$ cat config.mk
export PLATFORM = sky130hd
export DESIGN_NAME = uart_tx_param
export DESIGN_NICKNAME = d
export VERILOG_FILES = /design/src/rtl/uart_tx_param.sv
export SDC_FILE = /design/constraint.sdc
export NUM_CORES = 1
export LEC_CHECK = 0
export CAP_MARGIN = 20
export CORE_MARGIN = 2
export CORE_UTILIZATION = 35
export DETAILED_ROUTE_END_ITERATION = 10
export PLACE_DENSITY = 0.55
export RECOVER_POWER = 25
export SETUP_SLACK_MARGIN = 0.15
export SYNTH_ARGS = -nofsm -noshare
export SYNTH_HDL_FRONTEND = slang
export SYNTH_SLANG_ARGS = --single-unit
export TNS_END_PERCENT = 1
$ cat constraint.sdc
create_clock -name i_Clock -period 2.72 [get_ports i_Clock]
set_clock_uncertainty 0.2 [all_clocks]
set_input_delay 0.544 -clock i_Clock [delete_from_list [all_inputs] [get_ports i_Clock]]
set_output_delay 0.544 -clock i_Clock [all_outputs]
set_load 0.01 [all_outputs]
$ cat src/rtl/uart_tx_param.sv
// Parametrised UART transmitter: start bit, DATA_BITS data bits LSB first,
// optional odd/even parity and 1 or 2 stop bits, with a one-word holding register.
module uart_tx_param #(
  parameter int CLKS_PER_BIT = 217,
  parameter int DATA_BITS    = 8,
  parameter int PARITY_MODE  = 0,
  parameter int STOP_BITS    = 1
) (
  input  logic                 i_Clock,
  input  logic                 i_Rst_n,
  input  logic                 i_Tx_DV,
  input  logic [DATA_BITS-1:0] i_Tx_Byte,
  output logic                 o_Tx_Ready,
  output logic                 o_Tx_Active,
  output logic                 o_Tx_Serial,
  output logic                 o_Tx_Done,
  output logic [2:0]           o_Fsm_State
);

  localparam int BAUD_W = $clog2(CLKS_PER_BIT);
  localparam int BIT_W  = 4;
  localparam int IDX_W  = $clog2(DATA_BITS);
  localparam logic [BAUD_W-1:0] BAUD_LAST = BAUD_W'(CLKS_PER_BIT - 1);
  localparam logic [BIT_W-1:0]  LAST_DATA = BIT_W'(DATA_BITS - 1);
  localparam logic [BIT_W-1:0]  LAST_STOP = BIT_W'(STOP_BITS - 1);
  localparam bit HAS_PARITY = (PARITY_MODE == 1) || (PARITY_MODE == 2);

  typedef enum logic [2:0] {
    S_IDLE   = 3'd0,
    S_START  = 3'd1,
    S_DATA   = 3'd2,
    S_PARITY = 3'd3,
    S_STOP   = 3'd4
  } state_t;

  state_t                r_state;
  logic [BAUD_W-1:0]     r_baud;
  logic [BIT_W-1:0]      r_bit;
  logic [DATA_BITS-1:0]  r_hold;
  logic                  r_hold_v;
  logic [DATA_BITS-1:0]  r_sh;
  logic                  r_serial;
  logic                  r_done;

  state_t                w_state_n;
  logic [BAUD_W-1:0]     w_baud_n;
  logic [BIT_W-1:0]      w_bit_n;
  logic                  w_load;
  logic                  w_done_n;
  logic                  w_serial_n;
  logic                  w_bit_end;
  logic                  w_accept;
  logic                  w_parity;

  // Handshake: a word is taken on any rising edge where i_Tx_DV and o_Tx_Ready
  // are both high; o_Tx_Ready is simply "holding register empty", so a pending
  // word is never overwritten and i_Tx_DV is ignored while it waits.
  assign o_Tx_Ready  = ~r_hold_v;
  assign o_Tx_Active = (r_state != S_IDLE);
  assign o_Tx_Serial = r_serial;
  assign o_Tx_Done   = r_done;
  assign o_Fsm_State = r_state;

  assign w_accept  = i_Tx_DV && !r_hold_v;
  assign w_bit_end = (r_baud == BAUD_LAST);
  assign w_parity  = (PARITY_MODE == 1) ? ~^r_sh : ^r_sh;

  always_comb begin
    w_state_n = r_state;
    w_baud_n  = r_baud + 1'b1;
    w_bit_n   = r_bit;
    w_load    = 1'b0;
    w_done_n  = 1'b0;
    case (r_state)
      S_IDLE: begin
        w_baud_n = '0;
        if (r_hold_v) begin
          w_load    = 1'b1;
          w_state_n = S_START;
        end
      end
      S_START: begin
        if (w_bit_end) begin
          w_state_n = S_DATA;
          w_baud_n  = '0;
          w_bit_n   = '0;
        end
      end
      S_DATA: begin
        if (w_bit_end) begin
          w_baud_n = '0;
          if (r_bit == LAST_DATA) begin
            w_bit_n   = '0;
            w_state_n = HAS_PARITY ? S_PARITY : S_STOP;
          end else begin
            w_bit_n = r_bit + 1'b1;
          end
        end
      end
      S_PARITY: begin
        if (w_bit_end) begin
          w_state_n = S_STOP;
          w_baud_n  = '0;
          w_bit_n   = '0;
        end
      end
      S_STOP: begin
        if (w_bit_end) begin
          w_baud_n = '0;
          if (r_bit == LAST_STOP) begin
            w_done_n = 1'b1;
            w_bit_n  = '0;
            // A pending word starts on this same edge: zero idle gap.
            if (r_hold_v) begin
              w_load    = 1'b1;
              w_state_n = S_START;
            end else begin
              w_state_n = S_IDLE;
            end
          end else begin
            w_bit_n = r_bit + 1'b1;
          end
        end
      end
      default: begin
        w_state_n = S_IDLE;
        w_baud_n  = '0;
        w_bit_n   = '0;
      end
    endcase

    // Line level is registered from the next state so it changes on the entry edge.
    case (w_state_n)
      S_START:  w_serial_n = 1'b0;
      S_DATA:   w_serial_n = r_sh[w_bit_n[IDX_W-1:0]];
      S_PARITY: w_serial_n = w_parity;
      default:  w_serial_n = 1'b1;
    endcase
  end

  always_ff @(posedge i_Clock or negedge i_Rst_n) begin
    if (!i_Rst_n) begin
      r_state  <= S_IDLE;
      r_baud   <= '0;
      r_bit    <= '0;
      r_serial <= 1'b1;
      r_done   <= 1'b0;
    end else begin
      r_state  <= w_state_n;
      r_baud   <= w_baud_n;
      r_bit    <= w_bit_n;
      r_serial <= w_serial_n;
      r_done   <= w_done_n;
    end
  end

  always_ff @(posedge i_Clock or negedge i_Rst_n) begin
    if (!i_Rst_n) begin
      r_hold   <= '0;
      r_hold_v <= 1'b0;
      r_sh     <= '0;
    end else begin
      if (w_load) begin
        r_sh     <= r_hold;
        r_hold_v <= 1'b0;
      end else if (w_accept) begin
        r_hold   <= i_Tx_Byte;
        r_hold_v <= 1'b1;
      end
    end
  end

  a_legal_params: assert property (@(posedge i_Clock)
    (PARITY_MODE >= 0) && (PARITY_MODE <= 2) && (STOP_BITS >= 1) && (STOP_BITS <= 2) &&
    (DATA_BITS >= 5) && (DATA_BITS <= 9) && (CLKS_PER_BIT >= 2))
    else $error("uart_tx_param: unsupported parameter value");

endmodule

# --- Word level (Yosys, flattened, before mapping) ---
# Index checks and enable logic that the tools add are counted.
totals:
  out_inout_bits: 7
  ff_bits: 34
  word_cells: 67
classes:
  n_addsub: 2
  mux: 29
  bitwise: 3
  order_cmp: 1
  n_reduce_logical: 11
  eq_ne: 12
op_table:
  columns: ["operator", "n"]
  rows:
  - ["$mux 3", 7]
  - ["$mux 4", 5]
  - ["$mux 8", 2]
  - ["$pmux 4 s4", 1]
  - ["$pmux 3 s5", 1]
  - ["$eq 3x2->1 const B", 4]
  - ["$mux 1", 10]
  - ["$add 8x1->8 const B", 1]
  - ["$eq 8x8->1 const B", 1]
  - ["$reduce_xor 8->1", 1]
  - ["$eq 3x1->1 const B", 2]
  - ["$add 4x1->4 const B", 1]
  - ["$eq 4x3->1 const B", 1]
  - ["$logic_not 4->1", 1]
  - ["$lt 3x4->1 const B", 1]
  - ["$ne 2x2->1 const B", 2]
  - ["$reduce_and 4->1", 1]
  - ["$reduce_or 4->1", 1]
  - ["$bmux 1 s3", 1]
  - ["$eq 3x3->1 const B", 1]
  - ["$logic_not 3->1", 1]
  - ["$not 1->1", 3]
  - ["$pmux 1 s3", 1]
  - ["$reduce_bool 3->1", 1]
  - ["7 further kinds", 7]

# --- Logic depth before layout (Yosys ltp) ---
logic_depth:
  word_depth: 7
  depth_mapped: 11
  mapped_depth_nobuf: 10

# --- Worst setup path before layout ---
# No wires, ideal clock.
synth_timing:
  path_kind: "register -> register"
  start: "register r_baud[0]"
  end: "register r_serial, in the netlist o_Tx_Serial"
  t_required_ps: 2440
  stages_incl_launch_ff: 11
  path_buffers: 1
  synth_period_minus_slack_ps: 2632
  setup_ps: 80
  path_slack_ps: 88
  arrival_ps: 2352
  path_cell_list: "dfrtp_1 inv_1 ha_1 and4b_4 and2_4 buf_6 maj3_2 o21ai_4 o41ai_1 or4_4 o221ai_2"
synth_between:
  elab_chain_len: 6
  elab_cells_between_ends: 16
  classes_between: "eq/ne (4); mux (12)"
synth_lines:
  columns: ["element", "line_no", "text"]
  rows:
  - ["start, declared", "37", "logic [BAUD_W-1:0] r_baud;"]
  - ["start signal, assigned", "150", "r_baud <= w_baud_n;"]
  - ["$eq 8x8->1 (*)", "65", "assign w_bit_end = (r_baud == BAUD_LAST);"]
  - ["$mux 4, on equally long branches", null, null]
  - ["$pmux 4 s4 (*)", "74", "case (r_state)"]
  - ["via w_bit_n[1]", "47", "logic [BIT_W-1:0] w_bit_n;"]
  - ["$bmux 1 s3 (*)", "135", "S_DATA: w_serial_n = r_sh[w_bit_n[IDX_W-1:0]];"]
  - ["$mux 1 (not written as such) (*)", "135", null]
  - ["$pmux 1 s3 (*)", "133", "case (w_state_n)"]
  - ["via w_serial_n", "50", "logic w_serial_n;"]
  - ["end signal, assigned", "152", "r_serial <= w_serial_n;"]
  - ["end, declared", "42", "logic r_serial;"]
# The timed path passes the listed nets; every way through them passes the cells marked *. The select of a mux whose other input is x is not followed.
# A chain may end at the register's enable or synchronous reset.

# --- Final worst setup path ---
layout_timing:
  start: "register r_baud[1]"
  end: "register r_serial, in the netlist o_Tx_Serial"
# The elaborated chain is that of the path after synthesis.

==> impl_metrics.env <==
export IMPL_final_layout_size_suffix_gt1_frac=0.280
export IMPL_io_pins=18
export IMPL_dp_cells=279
export IMPL_yosys_area_top_type="dfrtp_1"
export IMPL_die_y_um=77.8
export IMPL_firstDrtPassIters=4
export IMPL_cp_required_ns=2.73
export IMPL_area_growth_pct=25.4
export IMPL_dr_total_vias=1512
export IMPL_grt_max_degree=35
export IMPL_crit_type="reg -> reg"
export IMPL_power_leakage_nw=0.988
export IMPL_die_area_mm2=0.00606
export IMPL_synth_nets=197
export IMPL_start_kind="flop"
export IMPL_period_share=0.985
export IMPL_end_kind="flop"
export IMPL_grt_antenna_before_repair=0
export IMPL_power_total_w=0.00187
export IMPL_holdCritPathClass="reg -> reg"
export IMPL_finalHoldViolCount=0
export IMPL_die_w_um=77.8
export IMPL_setup_viol=0
export IMPL_outcome="finished clean"
export IMPL_yosysMostFrequentCell="dfrtp_1"
export IMPL_peakVddDrop_mv=0.380
export IMPL_routed_wl_mm=4.07
export IMPL_detailedPlacementHpwl_mm=3.04
export IMPL_wire_per_inst_um=14.1
export IMPL_slew_viol_final=0
export IMPL_detail_route_iter0_violations=60
export IMPL_ys_flop_type="dfrtp_1"
export IMPL_core_area_mm2=0.00517
export IMPL_drv_cap=0
export IMPL_grt_util_met3=0.0384
export IMPL_fin_area_mm2=0.00239
export IMPL_synth_top_area_frac=0.433
export IMPL_rows=26
export IMPL_cts_tree="done"
export IMPL_numCtsBuffers=5
export IMPL_yosys_top_cells_area="dfrtp_1 43%, mux2_2 11%, xnor2_1 4.1%"
export IMPL_clock_fmax_mhz=373
export IMPL_ant_nets=0
export IMPL_crit_fanout=9
export IMPL_ys_seq_area_frac=0.447
export IMPL_final_nets=232
export IMPL_fillers=475
export IMPL_layout_cells_non_filler=288
export IMPL_synth_edf_count=0
export IMPL_hold_slack_ns=0.303
export IMPL_h_tree_depth=2
export IMPL_power_density_mw_per_mm2=783
export IMPL_synthesis_area_mm2=0.00191
export IMPL_grt_busiest_layer="met2"
export IMPL_grt_usage=0.150
export IMPL_ys_seq_elements=34
export IMPL_clock_latency_ns=0.29
export IMPL_start_util=0.369
export IMPL_slew_limit_headroom=0.465
export IMPL_drc=0
export IMPL_clock_sinks=34
export IMPL_antenna_cells_inserted=0
export IMPL_met1_usage=0.186
export IMPL_synth_common_cells="33 x dfrtp_1, 18 x mux2_2, 13 x nand2_1, 12 x nor2_1"
export IMPL_netlist_instances=182
export IMPL_grt_pass1_vias=1495
export IMPL_globalRouteOverflowTotal=0
export IMPL_synth_area_per_cell_um2=10.5
export IMPL_period_needed_ns=2.68
export IMPL_dpl_cell_area_mm2=0.00227
export IMPL_grt_use_met2=0.247
export IMPL_grt_pass1_wl_mm=7.07
export IMPL_routed_via_density=5.25
export IMPL_worstPathArrival_ns=2.68
export IMPL_clk_pin_slew_worst_paths_ns=0.07
export IMPL_synth_warnings=0
export IMPL_port_buffers=17
export IMPL_place_gp_congestion=0.867
export IMPL_worst_pin_slew_ns=0.803
export IMPL_synth_distinct_cells=52
export IMPL_cts_root_buf="clkbuf_8"
export IMPL_async_reset_ff_frac=1.00
export IMPL_rsz0062_at_grt="yes"
export IMPL_cts_max_path_buffers=2
## layout by cell type, fill, tap and decap left out, types with 4 or more instances in the layout
cell type,netlist,final
dfrtp_1,33,33
mux2_2,18,18
clkdlybuf4s50_1,0,16
buf_4,0,16
nand2_1,13,13
nor2_1,12,11
inv_1,9,9
xnor2_1,9,9
nand3_1,9,8
o21ai_0,6,6
nor3_1,6,6
clkbuf_8,0,6
a21oi_1,5,5
xor2_1,4,4
## registers in the layout (all words and copies together) (netlist names)
register and count:
r_sh 8, o_Fsm_State 3, r_bit 4, r_hold_v 1, r_baud 8, r_hold 8
o_Tx_Serial 1, o_Tx_Done 1
## critical path: stages, from the launching register on
cell      delay, ns
dfrtp_1        0.37
inv_1          0.05
ha_2           0.17
and4b_4        0.23
and2_4         0.16
maj3_2         0.32
o21ai_4        0.26
a221o_1        0.18
nor3_1         0.05
or4_4          0.42
o221ai_2       0.18
## worst paths after layout
path | startpoint | end | slack, ns | depth (start not counted)
min reg2reg | r_hold[5] | r_hold[5] | 0.30 | 1
max | r_baud[1] | o_Tx_Serial | 0.04 | 10
min | r_hold[5] | r_hold[5] | 0.30 | 1
max in group asynchronous | i_Rst_n | r_bit[2] | 1.15 | 2
max reg2reg | r_baud[1] | o_Tx_Serial | 0.04 | 10
min in group asynchronous | i_Rst_n | r_sh[7] | 0.67 | 2
## timing repair
| action | 4_1_cts | 5_1_grt |
|---|---|---|
| hold buffers | 0 | 0 |
| pin swaps | 1 | 5 |
| setup buffers | 0 | 1 |
| setup endpoints to repair | 1 | 2 |
| gates resized for setup | 2 | 5 |
## area by class of cell
cell class | instances | area, um2 | area share
Timing Repair Buffer | 34 | 295 | 0.123
Inverter | 9 | 33.8 | 0.0141
Clock inverter | 1 | 5.00 | 0.00209
Clock buffer | 7 | 86.3 | 0.0361
Multi-Input combinational cell | 133 | 1030 | 0.431
Sequential cell | 34 | 852 | 0.356
Tap cell | 70 | 87.6 | 0.0366
## logic make-up (layout without fill, tap and decap cells)
family	Yosys count	count (layout)	synth area share
and+or+nand+nor	65	65	0.194
DFF	34	34	0.447
AOI/OAI and AO/OA	31	31	0.121
muxes	19	19	0.111
buffers and inverters	15	51	0.0348
xor gates and xnor gates	13	13	0.0597
adders and majority gates	5	5	0.0321
## stage by stage
stage,TNS [ns],setup WS [ns],utilization
after floorplan,0,0.119,-
after global placement,0,0.0816,0.438
after detailed placement,0,0.0314,0.438
after CTS,0,0.0621,0.457
after global routing,-0.0748,-0.0748,0.463
final,0,0.0416,0.463
## report_power, final
group | switching [W] | internal (W)
logic | 0.000264 | 0.000380
registers | 0.000169 | 0.000682
clock network | 0.000174 | 0.000204
total | 0.000606 | 0.00127
## layer usage
metal,up-vias,share of wire
met5,-,0
met4,0,0.020
met3,8,0.045
met2,38,0.48
met1,743,0.45
li1,723,-
No activity file was read; power rests on OpenSTA's default activity.
